File: config.mk
export PLATFORM = sky130hd
export DESIGN_NAME = temperature_sample_scheduler
export DESIGN_NICKNAME = d
export VERILOG_FILES = /design/src/rtl/temp_monitor_pkg.sv /design/src/rtl/temp_range_check.sv /design/src/rtl/temperature_sample_scheduler.sv
export SDC_FILE = /design/constraint.sdc
export NUM_CORES = 1
export LEC_CHECK = 0
export BUFFER_PORTS_ARGS = -buffer_cell sky130_fd_sc_hd__buf_4
export CAP_MARGIN = 20
export CORE_UTILIZATION = 53
export CTS_CLUSTER_DIAMETER = 80
export CTS_CLUSTER_SIZE = 25
export DETAILED_ROUTE_END_ITERATION = 10
export GPL_ROUTABILITY_DRIVEN = 1
export PLACE_DENSITY = 0.84
export SLEW_MARGIN = 20
export SYNTH_ARGS = -nofsm -noshare
export SYNTH_HDL_FRONTEND = slang
export SYNTH_SLANG_ARGS = --single-unit
File: constraint.sdc
create_clock -name clock -period 3 [get_ports clock]
set_clock_uncertainty 0.15 [all_clocks]
set_input_delay 0 -clock clock [delete_from_list [all_inputs] [get_ports clock]]
set_output_delay 0 -clock clock [all_outputs]
set_load 0.02 [all_outputs]
File: src/rtl/temp_monitor_pkg.sv
// Shared constants for the temperature monitor: the normal band bounds and the
// scheduler state encoding.
package temp_monitor_pkg;

   localparam logic [7:0] TEMP_LOW  = 8'd35;
   localparam logic [7:0] TEMP_HIGH = 8'd39;

   typedef enum logic [1:0] {
      IDLE  = 2'd0,
      GRANT = 2'd1,
      EVAL  = 2'd2
   } state_e;

endpackage

File: src/rtl/temp_range_check.sv
// Combinational range checker: a reading is abnormal when it lies outside
// the inclusive band TEMP_LOW..TEMP_HIGH.
module temp_range_check
   import temp_monitor_pkg::*;
(
   input  logic [7:0] temp,
   output logic       abnormal
);

   assign abnormal = (temp > TEMP_HIGH) || (temp < TEMP_LOW);

endmodule

File: src/rtl/temperature_sample_scheduler.sv
// Round-robin scheduler sharing one range checker between NUM_CH sensor
// channels, with per-channel abnormal-run counters and sticky alarms.
//
// Handshake: a channel raises sampleValid[i] and holds it (with its data)
// until sampleReady[i]; a sample moves on the rising edge where both are high.
module temperature_sample_scheduler
   import temp_monitor_pkg::*;
#(
   parameter int NUM_CH        = 4,
   parameter int CONFIRM_COUNT = 3
) (
   input  logic                        clock,
   input  logic                        nReset,
   input  logic [NUM_CH-1:0]           sampleValid,
   input  logic [NUM_CH*8-1:0]         sampleData,
   output logic [NUM_CH-1:0]           sampleReady,
   input  logic [NUM_CH-1:0]           alarmAck,
   output logic                        resultValid,
   output logic [$clog2(NUM_CH)-1:0]   resultChannel,
   output logic                        resultAbnormal,
   output logic [NUM_CH-1:0]           alarm,
   output logic                        busy
);

   localparam int IW = $clog2(NUM_CH);
   localparam int CW = $clog2(CONFIRM_COUNT + 1);
   localparam logic [CW-1:0] CNT_MAX = CW'(CONFIRM_COUNT);
   localparam logic [IW-1:0] LAST_CH = IW'(NUM_CH - 1);

   state_e            state_q, state_d;
   logic [IW-1:0]     rr_ptr_q, rr_ptr_d;
   logic [IW-1:0]     grant_idx_q, grant_idx_d;
   logic [IW-1:0]     res_ch_q, res_ch_d;
   logic [IW-1:0]     pick_idx;
   logic [NUM_CH-1:0] ready_q, ready_d;
   logic [NUM_CH-1:0] alarm_q, alarm_d;
   logic [7:0]        capture_q, capture_d;
   logic              res_valid_q, res_valid_d;
   logic              res_abn_q, res_abn_d;
   logic              cap_abnormal;
   logic [CW-1:0]     cnt_next;
   logic [CW-1:0]     abn_count_q [NUM_CH];
   logic [CW-1:0]     abn_count_d [NUM_CH];

   // First requesting channel at or after ptr, wrapping; lowest offset wins.
   function automatic logic [IW-1:0] rr_pick(input logic [NUM_CH-1:0] valid,
                                             input logic [IW-1:0]     ptr);
      logic [IW-1:0] pick;
      logic [IW-1:0] sel;
      int            idx;
      pick = ptr;
      for (int k = NUM_CH - 1; k >= 0; k--) begin
         idx = int'(ptr) + k;
         if (idx >= NUM_CH) idx = idx - NUM_CH;
         sel = IW'(idx);
         if (valid[sel]) pick = sel;
      end
      return pick;
   endfunction

   temp_range_check u_check (
      .temp     (capture_q),
      .abnormal (cap_abnormal)
   );

   always_comb begin
      pick_idx    = rr_pick(sampleValid, rr_ptr_q);
      cnt_next    = (abn_count_q[grant_idx_q] == CNT_MAX) ? CNT_MAX
                                                          : abn_count_q[grant_idx_q] + CW'(1);
      state_d     = state_q;
      rr_ptr_d    = rr_ptr_q;
      grant_idx_d = grant_idx_q;
      res_ch_d    = res_ch_q;
      res_abn_d   = res_abn_q;
      capture_d   = capture_q;
      abn_count_d = abn_count_q;
      ready_d     = '0;
      res_valid_d = 1'b0;
      // A set in the same cycle as an ack overrides the ack below.
      alarm_d     = alarm_q & ~alarmAck;
      case (state_q)
         IDLE: begin
            if (|sampleValid) begin
               grant_idx_d = pick_idx;
               ready_d     = NUM_CH'(1) << pick_idx;
               state_d     = GRANT;
            end
         end
         GRANT: begin
            if (sampleValid[grant_idx_q]) begin
               capture_d = sampleData[{grant_idx_q, 3'b000} +: 8];
               rr_ptr_d  = (grant_idx_q == LAST_CH) ? '0 : grant_idx_q + IW'(1);
               state_d   = EVAL;
            end else begin
               state_d = IDLE;
            end
         end
         EVAL: begin
            res_valid_d = 1'b1;
            res_ch_d    = grant_idx_q;
            res_abn_d   = cap_abnormal;
            if (cap_abnormal) begin
               abn_count_d[grant_idx_q] = cnt_next;
               if (cnt_next == CNT_MAX) alarm_d[grant_idx_q] = 1'b1;
            end else begin
               abn_count_d[grant_idx_q] = '0;
            end
            state_d = IDLE;
         end
         default: state_d = IDLE;
      endcase
   end

   always_ff @(posedge clock) begin
      if (!nReset) begin
         state_q     <= IDLE;
         rr_ptr_q    <= '0;
         grant_idx_q <= '0;
         res_ch_q    <= '0;
         res_abn_q   <= 1'b0;
         res_valid_q <= 1'b0;
         capture_q   <= '0;
         ready_q     <= '0;
         alarm_q     <= '0;
         for (int i = 0; i < NUM_CH; i++) abn_count_q[i] <= '0;
      end else begin
         state_q     <= state_d;
         rr_ptr_q    <= rr_ptr_d;
         grant_idx_q <= grant_idx_d;
         res_ch_q    <= res_ch_d;
         res_abn_q   <= res_abn_d;
         res_valid_q <= res_valid_d;
         capture_q   <= capture_d;
         ready_q     <= ready_d;
         alarm_q     <= alarm_d;
         abn_count_q <= abn_count_d;
      end
   end

   assign sampleReady    = ready_q;
   assign resultValid    = res_valid_q;
   assign resultChannel  = res_ch_q;
   assign resultAbnormal = res_abn_q;
   assign alarm          = alarm_q;
   assign busy           = (state_q != IDLE);

endmodule

==> metrics.txt <==
max-cap check violation count=0; Slew Viols, Final=0; top-count cell post-synth=dfxtp_1; RSZ-0062 raised after global routing=no; design area=2357 um2; CP top delay family=buffers and inverters; Commonest cells post-synth=dfxtp_1, nor2_1, nand2_1; clock latency on the worst-skew pair=0.33 ns; # fillers=155; multi-input logic area=894.6 um2; failing checks=design-rule violations; clock sinks=34; drt via density=5.958; Die W=57.72 um; CTS root buffer=clkbuf_4; vias=1573; Max Fclk=0.4041 GHz; CTS tree=yes; register area=680.7 um2; Setup crit start kind=flip-flop; Gate power share=24.8%; Tightest Hold Check Type=input port to flip-flop; vias in the first global route=1687; net switching power figure=286.2 uW; top cell type by total area after synthesis=dfxtp_1; post-synthesis cell area=1645 um2; Wirelength per Cell=17.78 um; DIE HEIGHT=57.72 um; FF+latch count, synth=34; maximum vdd drop=0.0004362 V; Placed Area=2053 um2; DRT antenna net count=0; Iteration-0 DRC Markers=72; Setup crit start=grant_idx_q[0]; DR pass1 iterations=9; post-synth top area share=41.37%; fin crit share=82.49%; initial antenna violation count=0; CP required=3.06 ns; CP cell instances=buf_4 -> mux4_2 -> dlygate4sd3_1 -> mux2i_1 -> nor2_1; drt drc=2; crit path max-delay cell type=dfxtp_1; largest cells by area after synthesis=dfxtp_1, mux4_2, mux2i_1; Final Worst Setup Slack=0.5252 ns; syn avg cell area=10.75 um2; CP max stage delay=0.60 ns; # H-tree levels=2; # diodes=0; Overflow after GRT=0; die outline area=3331 um2; final worst path period need=2.475 ns; HPWL after DPL=2992 um; status=complete, but fails checks; EDFF count, synth=0; kind of critical path=flip-flop to flip-flop; IO Count=55; port buffer count=54; first-pass GRT wire length=7541 um; flop2flop setup slack=0.53 ns; Syn-to-layout area delta=43.27%; Cell variety after synth=33; Syn Nets=199; CP endpoint kind=flip-flop; fin nets=278; Hold Crit Start=sampleData[17]; Synth Flop Type=dfxtp_1; routability-driven placement congestion ratio=0.8558; Clock Path Buffers=2; CTS clk-pin slew, worst paths=0.11 ns; CP arrival=2.54 ns; PwrDens=430.2 nW/um2; Setup WS pre-CTS=1.068 ns; setup tns final=0 ns; Hold Vio Cnt, Final=0; register area share after synthesis=41.37%; internal power=727.8 uW; final hold slack=0.01854 ns; Sequential Power Share=48.7%; Synth warnings=0; final wirelength=4695 um; Core Region=2853 um2; Worst slew margin=60.13%; Rows=19; total power=1.014 mW; Num CTS Buffers=5; largest net degree at the start of global routing=18; Net Sw Frac=28.23%; Post-CTS Setup Repair Bufs=0; Global Route Usage Sum=30.53%; leakage=1.032 nW; crit path buf inv count=2; CP Max Fanout=10; Synth Instances=153; Initial Util=57.68%; R2R Path Start=grant_idx_q[0]; Least-Margin Pin Slew=0.5968 ns; Post-synth ARST share=0%; Clock Power Share=26.5%; Setup Viol. Count Final=0; share of layout cells above drive strength 1=33.91%
final timing paths:
check,end,cells after the start
setup / recovery,capture_q[3],5
hold / removal,capture_q[1],4
setup reg to reg,capture_q[3],5
hold reg to reg,resultChannel[1],2
area by class of cell:
cell class	instances	share of cell area (%)
clock buffer	6	2.176
clock inverter	2	0.5308
inverter	5	0.7962
multi-input combinational	106	37.95
sequential	34	28.87
tap	31	1.645
timing repair buffer	80	28.03
layout by cell type, fill, tap and decap left out:
| master | count |
|---|---|
| a211o_1 | 1 |
| a21oi_1 | 7 |
| a32o_1 | 8 |
| and3b_1 | 1 |
| buf_4 | 56 |
| clkbuf_4 | 5 |
| clkbuf_8 | 1 |
| clkinv_2 | 1 |
| clkinvlp_4 | 1 |
| dfxtp_1 | 34 |
| dlygate4sd3_1 | 24 |
| ha_1 | 4 |
| inv_1 | 5 |
| mux2i_1 | 9 |
| mux4_1 | 1 |
| mux4_2 | 10 |
| nand2_1 | 17 |
| nand2b_1 | 1 |
| nand3b_2 | 1 |
| nor2_1 | 18 |
| nor2b_1 | 6 |
| nor2b_2 | 1 |
| nor3_1 | 1 |
| nor3_2 | 2 |
| nor4_1 | 2 |
| o211ai_1 | 1 |
| o21a_1 | 1 |
| o21ai_0 | 3 |
| o22ai_1 | 1 |
| o2bb2ai_1 | 4 |
| o41ai_1 | 1 |
| o41ai_4 | 1 |
| or2_1 | 1 |
| or3_1 | 1 |
| or3b_1 | 2 |
power by group through the flow:
stage | logic [mW] | registers [mW] | clock network (mW)
6_report | 0.252 | 0.494 | 0.268
5_1_grt | 0.270 | 0.496 | 0.288
4_1_cts | 0.244 | 0.493 | 0.268
3_5_place_dp | 0.211 | 0.503 | 0
3_3_place_gp | 0.201 | 0.500 | 0
2_1_floorplan | 0.133 | 0.503 | 0
worst reg2reg max path, stage by stage (launching register included):
cell,delay [ns]
dfxtp_1,0.60
buf_4,0.29
mux4_2,0.53
dlygate4sd3_1,0.58
mux2i_1,0.15
nor2_1,0.07
cell families (layout without fill, tap and decap cells):
family | Yosys count | in the layout | synth area share, %
compound gates | 28 | 28 | 14.07
flops | 34 | 34 | 41.37
buf+inv | 13 | 93 | 4.258
simple gates | 54 | 54 | 16.50
fa+ha+maj | 4 | 4 | 3.042
mux | 20 | 20 | 20.76
stage by stage:
step | utilization [%] | instances
after floorplan | - | 153
after global placement | 71.97 | 232
after detailed placement | 71.97 | 232
after CTS | 82.63 | 264
after global routing | 82.63 | 264
final | 82.63 | 264
state kept, by name (all words and copies together) (netlist names):
signal,flops
state_q,2
capture_q,8
rr_ptr_q,2
resultAbnormal,1
resultChannel,2
sampleReady,4
resultValid,1
alarm,4
abn_count_q,8
grant_idx_q,2
metal layers:
metal	vias up	global-route usage [%]	share of wire [%]
met4	0	14.97	4.4
met1	764	30.62	37
met2	68	58.80	54
met5	-	0	0
li1	720	-	-
met3	21	6.920	4.4
timing repair:
action,4_1_cts,5_1_grt
resized for setup,0,0
hold buffers,24,0
endpoints found under the hold margin,21,0
(Power assumes the default switching activity.)
